[src/rtl/lsu_dmem_master.sv]
// ---------------------------------------------------------------------------
// lsu_dmem_master
//
// Load/store initiator that sits between the datapath and a word-addressed
// Data_Memory. It accepts one request at a time, performs sub-word loads by
// extraction with sign or zero extension, and performs sub-word stores as a
// read-modify-write because the memory only writes whole words. Each request
// ends in a single-cycle response pulse.
//
// Ports
//   clk, rst_n          clock and synchronous active-low reset
//   req_valid/ready     request handshake (ready only while idle)
//   req_we              1 = store, 0 = load
//   req_funct3          000 B, 001 H, 010 W, 100 BU, 101 HU
//   req_addr/wdata      byte address and store data
//   resp_valid          one-cycle response pulse (no backpressure)
//   resp_rdata/err      extended load data (0 for stores/errors), error flag
//   mem_addr            word-aligned address to Data_Memory
//   mem_wdata/MemRW     write word and read/write select (0 = write)
//   mem_rdata           combinational read data from Data_Memory
// ---------------------------------------------------------------------------
module lsu_dmem_master #(
    parameter int MEM_BYTES = 1024
) (
    input  logic        clk,
    input  logic        rst_n,
    input  logic        req_valid,
    output logic        req_ready,
    input  logic        req_we,
    input  logic [2:0]  req_funct3,
    input  logic [31:0] req_addr,
    input  logic [31:0] req_wdata,
    output logic        resp_valid,
    output logic [31:0] resp_rdata,
    output logic        resp_err,
    output logic [31:0] mem_addr,
    output logic [31:0] mem_wdata,
    output logic        mem_MemRW,
    input  logic [31:0] mem_rdata
);

    typedef enum logic [2:0] {
        IDLE,
        RD,
        RMW_RD,
        WR,
        RESP
    } state_t;

    state_t      stateReg;
    logic [31:0] addrReg;
    logic [2:0]  funct3Reg;
    logic [15:0] wdataReg;      // only the low half is ever merged into memory
    logic [31:0] wordReg;       // word written in WR (SW data or merged word)
    logic [31:0] respRdataReg;
    logic        respErrReg;

    logic        reqErr;
    logic [31:0] loadShifted;
    logic [31:0] loadData;
    logic [31:0] mergeWord;

    // Request decode, evaluated on the live request inputs while idle.
    always_comb begin
        reqErr = 1'b0;
        case (req_funct3)
            3'b000:  reqErr = 1'b0;
            3'b001:  reqErr = req_addr[0];
            3'b010:  reqErr = |req_addr[1:0];
            3'b100:  reqErr = req_we;
            3'b101:  reqErr = req_we | req_addr[0];
            default: reqErr = 1'b1;
        endcase
        if (req_addr >= 32'(MEM_BYTES)) begin
            reqErr = 1'b1;
        end
    end

    // Load extraction: shift the addressed byte down to lane 0, then extend.
    // Halfwords are aligned, so the same byte shift places them correctly.
    assign loadShifted = mem_rdata >> {addrReg[1:0], 3'b000};

    always_comb begin
        loadData = mem_rdata;
        case (funct3Reg)
            3'b000:  loadData = {{24{loadShifted[7]}}, loadShifted[7:0]};
            3'b001:  loadData = {{16{loadShifted[15]}}, loadShifted[15:0]};
            3'b100:  loadData = {24'd0, loadShifted[7:0]};
            3'b101:  loadData = {16'd0, loadShifted[15:0]};
            default: loadData = mem_rdata;
        endcase
    end

    // Store merge, one byte lane at a time. funct3Reg[0] distinguishes
    // SH (lane pair chosen by addr[1]) from SB (single lane chosen by addr[1:0]).
    generate
        for (genvar gi = 0; gi < 4; gi++) begin : gLane
            localparam int          HALF = gi / 2;
            localparam int          SUB  = gi % 2;
            localparam logic [1:0]  LANE = 2'(gi);
            logic       laneHit;
            logic [7:0] storeByte;

            assign laneHit   = funct3Reg[0] ? (addrReg[1] == HALF[0])
                                            : (addrReg[1:0] == LANE);
            assign storeByte = funct3Reg[0] ? wdataReg[8*SUB +: 8]
                                            : wdataReg[7:0];
            assign mergeWord[8*gi +: 8] = laneHit ? storeByte
                                                  : mem_rdata[8*gi +: 8];
        end
    endgenerate

    always_ff @(posedge clk) begin
        if (!rst_n) begin
            stateReg     <= IDLE;
            addrReg      <= 32'd0;
            funct3Reg    <= 3'd0;
            wdataReg     <= 16'd0;
            wordReg      <= 32'd0;
            respRdataReg <= 32'd0;
            respErrReg   <= 1'b0;
        end else begin
            case (stateReg)
                IDLE: begin
                    if (req_valid) begin
                        addrReg   <= req_addr;
                        funct3Reg <= req_funct3;
                        wdataReg  <= req_wdata[15:0];
                        wordReg   <= req_wdata;
                        if (reqErr) begin
                            respErrReg   <= 1'b1;
                            respRdataReg <= 32'd0;
                            stateReg     <= RESP;
                        end else if (!req_we) begin
                            stateReg <= RD;
                        end else if (req_funct3 == 3'b010) begin
                            stateReg <= WR;
                        end else begin
                            stateReg <= RMW_RD;
                        end
                    end
                end
                RD: begin
                    respRdataReg <= loadData;
                    respErrReg   <= 1'b0;
                    stateReg     <= RESP;
                end
                RMW_RD: begin
                    wordReg  <= mergeWord;
                    stateReg <= WR;
                end
                WR: begin
                    respRdataReg <= 32'd0;
                    respErrReg   <= 1'b0;
                    stateReg     <= RESP;
                end
                RESP: begin
                    // Clear so the response fields read 0 outside the pulse.
                    respRdataReg <= 32'd0;
                    respErrReg   <= 1'b0;
                    stateReg     <= IDLE;
                end
                default: stateReg <= IDLE;
            endcase
        end
    end

    // All outputs decode directly from registered state, so reset forces
    // MemRW high in the same edge that abandons a pending write.
    assign req_ready  = (stateReg == IDLE);
    assign resp_valid = (stateReg == RESP);
    assign resp_rdata = respRdataReg;
    assign resp_err   = respErrReg;
    assign mem_addr   = {addrReg[31:2], 2'b00};
    assign mem_MemRW  = (stateReg != WR);
    assign mem_wdata  = (stateReg == WR) ? wordReg : 32'd0;

endmodule

[config.mk]
export PLATFORM = sky130hd
export DESIGN_NAME = lsu_dmem_master
export DESIGN_NICKNAME = d
export VERILOG_FILES = /design/src/rtl/lsu_dmem_master.sv
export SDC_FILE = /design/constraint.sdc
export NUM_CORES = 1
export LEC_CHECK = 0
export CAP_MARGIN = 20
export CORE_AREA = 2 2 114 116
export DETAILED_ROUTE_END_ITERATION = 7
export DIE_AREA = 0 0 116 118
export GPL_TIMING_DRIVEN = 0
export MAX_ROUTING_LAYER = met4
export PLACE_DENSITY = 0.82
export SLEW_MARGIN = 0
export SYNTH_ARGS = -nofsm -noshare
export SYNTH_HDL_FRONTEND = slang
export SYNTH_SLANG_ARGS = --single-unit
[constraint.sdc]
create_clock -name clk -period 5.3 [get_ports clk]
set_input_delay 1.06 -clock clk [delete_from_list [all_inputs] [get_ports clk]]
set_output_delay 1.06 -clock clk [all_outputs]
set_load 0.1 [all_outputs]
==> flow_metrics.py <==
metrics = {
    "status": {
        "outcome": "completed",
    },
    "cts": {
        "cts_tree": "built",
        "cts.repair.resized": 0,
        "cts_num_sinks": 119,
        "clock_tree.root_cell": "sky130_fd_sc_hd__clkbuf_16",
        "max-clock-path-buffers": 2,
        "ctsHoldBuffers": 0,
        "worstSkewPairLatency_ns": 0.42,
        "cts.htree.levels": 4,
        "cts_setup_buffers": 0,
        "tritoncts.num_buffers": 17,
        "clkTransAtPathRegs_ns": 0.05,
    },
    "worst_setup_path": {
        "worstSetupEndpointType": "output pin",
        "critical_path_peak_fanout": 10,
        "critical_path_required_ns": 4.24,
        "critical_path_arrival_ns": 3.24,
        "cp-start-kind": "register",
        "timing.setup.critical_path_class": "reg2out",
        "setup.reg_to_reg.worst_slack_ns": 2.88,
    },
    "place": {
        "place.gp.congestion": 0.9980,
        "dp_worst_setup_slack_ns": 1.512,
        "dp_cells": 1146,
        "hpwl_um": 17300,
        "io_buffers": 200,
        "placedInstanceArea_um2": 8368,
    },
    "floorplan": {
        "initial_utilization": 0.4952,
        "die-area_um2": 13690,
        "core_um2": 12410,
        "die_height_um": 118,
        "die-width_um": 116,
        "floorplan.io_pins": 203,
        "core.rowCount": 41,
    },
    "detailed_routing": {
        "detail_route.vias_per_cell": 5.625,
        "detail-route-antenna-nets": 0,
        "drt-met1-wl_um": 9248,
        "detail_route_met2_wl_um": 10810,
        "num_vias": 6621,
        "drt-pass1-iter-count": 8,
        "drt_iter0_drc": 676,
        "remaining_drc_errors": 0,
        "met3_routed_length_um": 1999,
        "maxUsedRoutingLayer": "met4",
        "avgRoutedWirePerCell_um": 19.45,
        "route.final.wire_length_um": 22900,
    },
    "synth": {
        "synthesis.yosys.warnings": 0,
        "synthCells": 773,
        "synth_sequential_area_ratio": 0.3875,
        "post_synthesis_mean_instance_area_um2": 7.952,
        "synth_top_area_cell": "sky130_fd_sc_hd__dfxtp_1",
        "synth-async-reset-ratio": 0,
        "yosys_top_cell_area_share": 0.3875,
        "synth_area_leaders": "sky130_fd_sc_hd__dfxtp_1, sky130_fd_sc_hd__nand2_1, sky130_fd_sc_hd__a21boi_0, sky130_fd_sc_hd__and3_1, sky130_fd_sc_hd__o21ai_0",
        "synth-edff-count": 0,
        "syn-cell-area_um2": 6147,
        "postSynth.topFlopCell": "sky130_fd_sc_hd__dfxtp_1",
        "synthDistinctLibCells": 47,
        "yosys_register_bits": 119,
    },
    "finish": {
        "post-route-cell-area_um2": 9005,
        "area.growth.synth_to_final_pct": 46.49,
        "layout.cells.most_common_list": "sky130_fd_sc_hd__clkdlybuf4s50_1, sky130_fd_sc_hd__nand2_1, sky130_fd_sc_hd__dfxtp_1, sky130_fd_sc_hd__o21ai_0, sky130_fd_sc_hd__clkbuf_1",
        "num-nets-final": 1096,
        "layout-drive-gt1-share": 0.09154,
        "final_common_cell": "sky130_fd_sc_hd__clkdlybuf4s50_1",
        "finalCoreUtilization": 0.7254,
        "stdcell_count": 1177,
        "n_antenna_cell": 0,
    },
    "hold_path": {
        "worstHoldPathType": "reg2reg",
    },
    "timing": {
        "final.setup_skew_ns": 0.008270,
        "report.final.setup_viol": 0,
        "tightestPinTransition_ns": 1.082,
        "grt_setup_unrepaired": "false",
        "final-hold-violation-count": 0,
        "setup_tns_ns": 0,
        "max_clock_freq_ghz": 0.2325,
        "slew_headroom": 0.2773,
        "min_period_over_period": 0.8116,
        "slew_viol_final": 0,
        "final_period_minus_worst_setup_slack_ns": 4.301,
        "timing.final.ws_setup_ns": 0.9985,
    },
    "global_routing": {
        "grt_first_pass_wirelength_um": 35160,
        "antenna_found_initial": 0,
        "grt_start_max_net_pins": 17,
        "grt.total_usage": 0.3432,
        "grt_overflow": 0,
        "first_global_vias": 6512,
    },
    "job": {
        "timing.max_cap.violations": 0,
    },
    "power_and_ir_drop": {
        "power_density_nw_per_um2": 305.2,
        "ir_drop_v": 0.0002459,
        "p_leak_nw": 3.647,
    },
}
## power breakdown
group	leakage (nW)	internal, mW	total [mW]	switching, mW
combinational	2.36	0.200	0.530	0.330
sequential	0.972	0.936	0.964	0.0287
clock	0.310	0.853	1.25	0.401
total	3.65	1.99	2.75	0.760
## synth_stat cells (9+ instances only)
| master | n |
|---|---|
| sky130_fd_sc_hd__buf_2 | 10 |
| sky130_fd_sc_hd__a22o_1 | 15 |
| sky130_fd_sc_hd__nand3_1 | 25 |
| sky130_fd_sc_hd__a21oi_1 | 17 |
| sky130_fd_sc_hd__a21boi_0 | 47 |
| sky130_fd_sc_hd__mux2i_1 | 11 |
| sky130_fd_sc_hd__inv_1 | 11 |
| sky130_fd_sc_hd__nand2_1 | 182 |
| sky130_fd_sc_hd__o2bb2ai_1 | 24 |
| sky130_fd_sc_hd__a31oi_1 | 9 |
| sky130_fd_sc_hd__clkbuf_1 | 46 |
| sky130_fd_sc_hd__o22ai_1 | 17 |
| sky130_fd_sc_hd__buf_4 | 32 |
| sky130_fd_sc_hd__a22oi_1 | 24 |
| sky130_fd_sc_hd__and3_1 | 48 |
| sky130_fd_sc_hd__o21ai_0 | 56 |
| sky130_fd_sc_hd__dfxtp_1 | 119 |
## registers in the layout, indices dropped and copies added, names as in the netlist
signal / flops
resp_rdata: 32
wdataReg: 16
addrReg: 32
stateReg: 3
wordReg: 32
funct3Reg: 3
resp_err: 1
## worst max-delay path: stages, from the launching register on
cell and delay (ns):
sky130_fd_sc_hd__dfxtp_1 0.44, sky130_fd_sc_hd__inv_1 0.11, sky130_fd_sc_hd__nor2_1 0.48, sky130_fd_sc_hd__clkbuf_1 0.40, sky130_fd_sc_hd__and3_1 0.24, sky130_fd_sc_hd__clkdlybuf4s50_1 1.15
## cell families after synthesis
kind of cell           Yosys count  synth area share
muxes                           19           0.03257
other                            1         0.0006100
and+or+nand+nor                289            0.2196
buffers and inverters          109           0.09180
DFF                            119            0.3875
AOI/OAI and AO/OA              236            0.2679
## final timing paths
path                startpoint              to  cells past startpoint
hold / removal     addrReg[23]     addrReg[23]                      2
setup / recovery   stateReg[0]    mem_wdata[6]                      5
hold reg to reg    addrReg[23]     addrReg[23]                      2
setup reg to reg  funct3Reg[1]  resp_rdata[29]                      6
## cell type report
type,instances,area (um^2)
inverter,13,48.80
multi-input combinational,546,3204
tap,172,215.2
sequential,119,2382
timing repair buffer,200,2002
clock inverter,9,172.7
fill,986,3410
buffer,96,515.5
clock buffer,22,464.2
## routing by layer
metal,vias up,track usage
met2,345,0.5355
met4,0,0.1399
met1,3052,0.4226
met3,65,0.08548
met5,-,-
li1,3159,-
## per-stage QoR
stage | total power, mW | hold WS [ns]
after floorplan | 1.302 | 0.4354
after global placement | 1.497 | 0.4434
after detailed placement | 1.500 | 0.4472
after CTS | 2.745 | 0.4627
after global routing | 2.829 | 0.4688
final | 2.748 | 0.4600
Note: power is estimated with default switching activity, not from simulation.
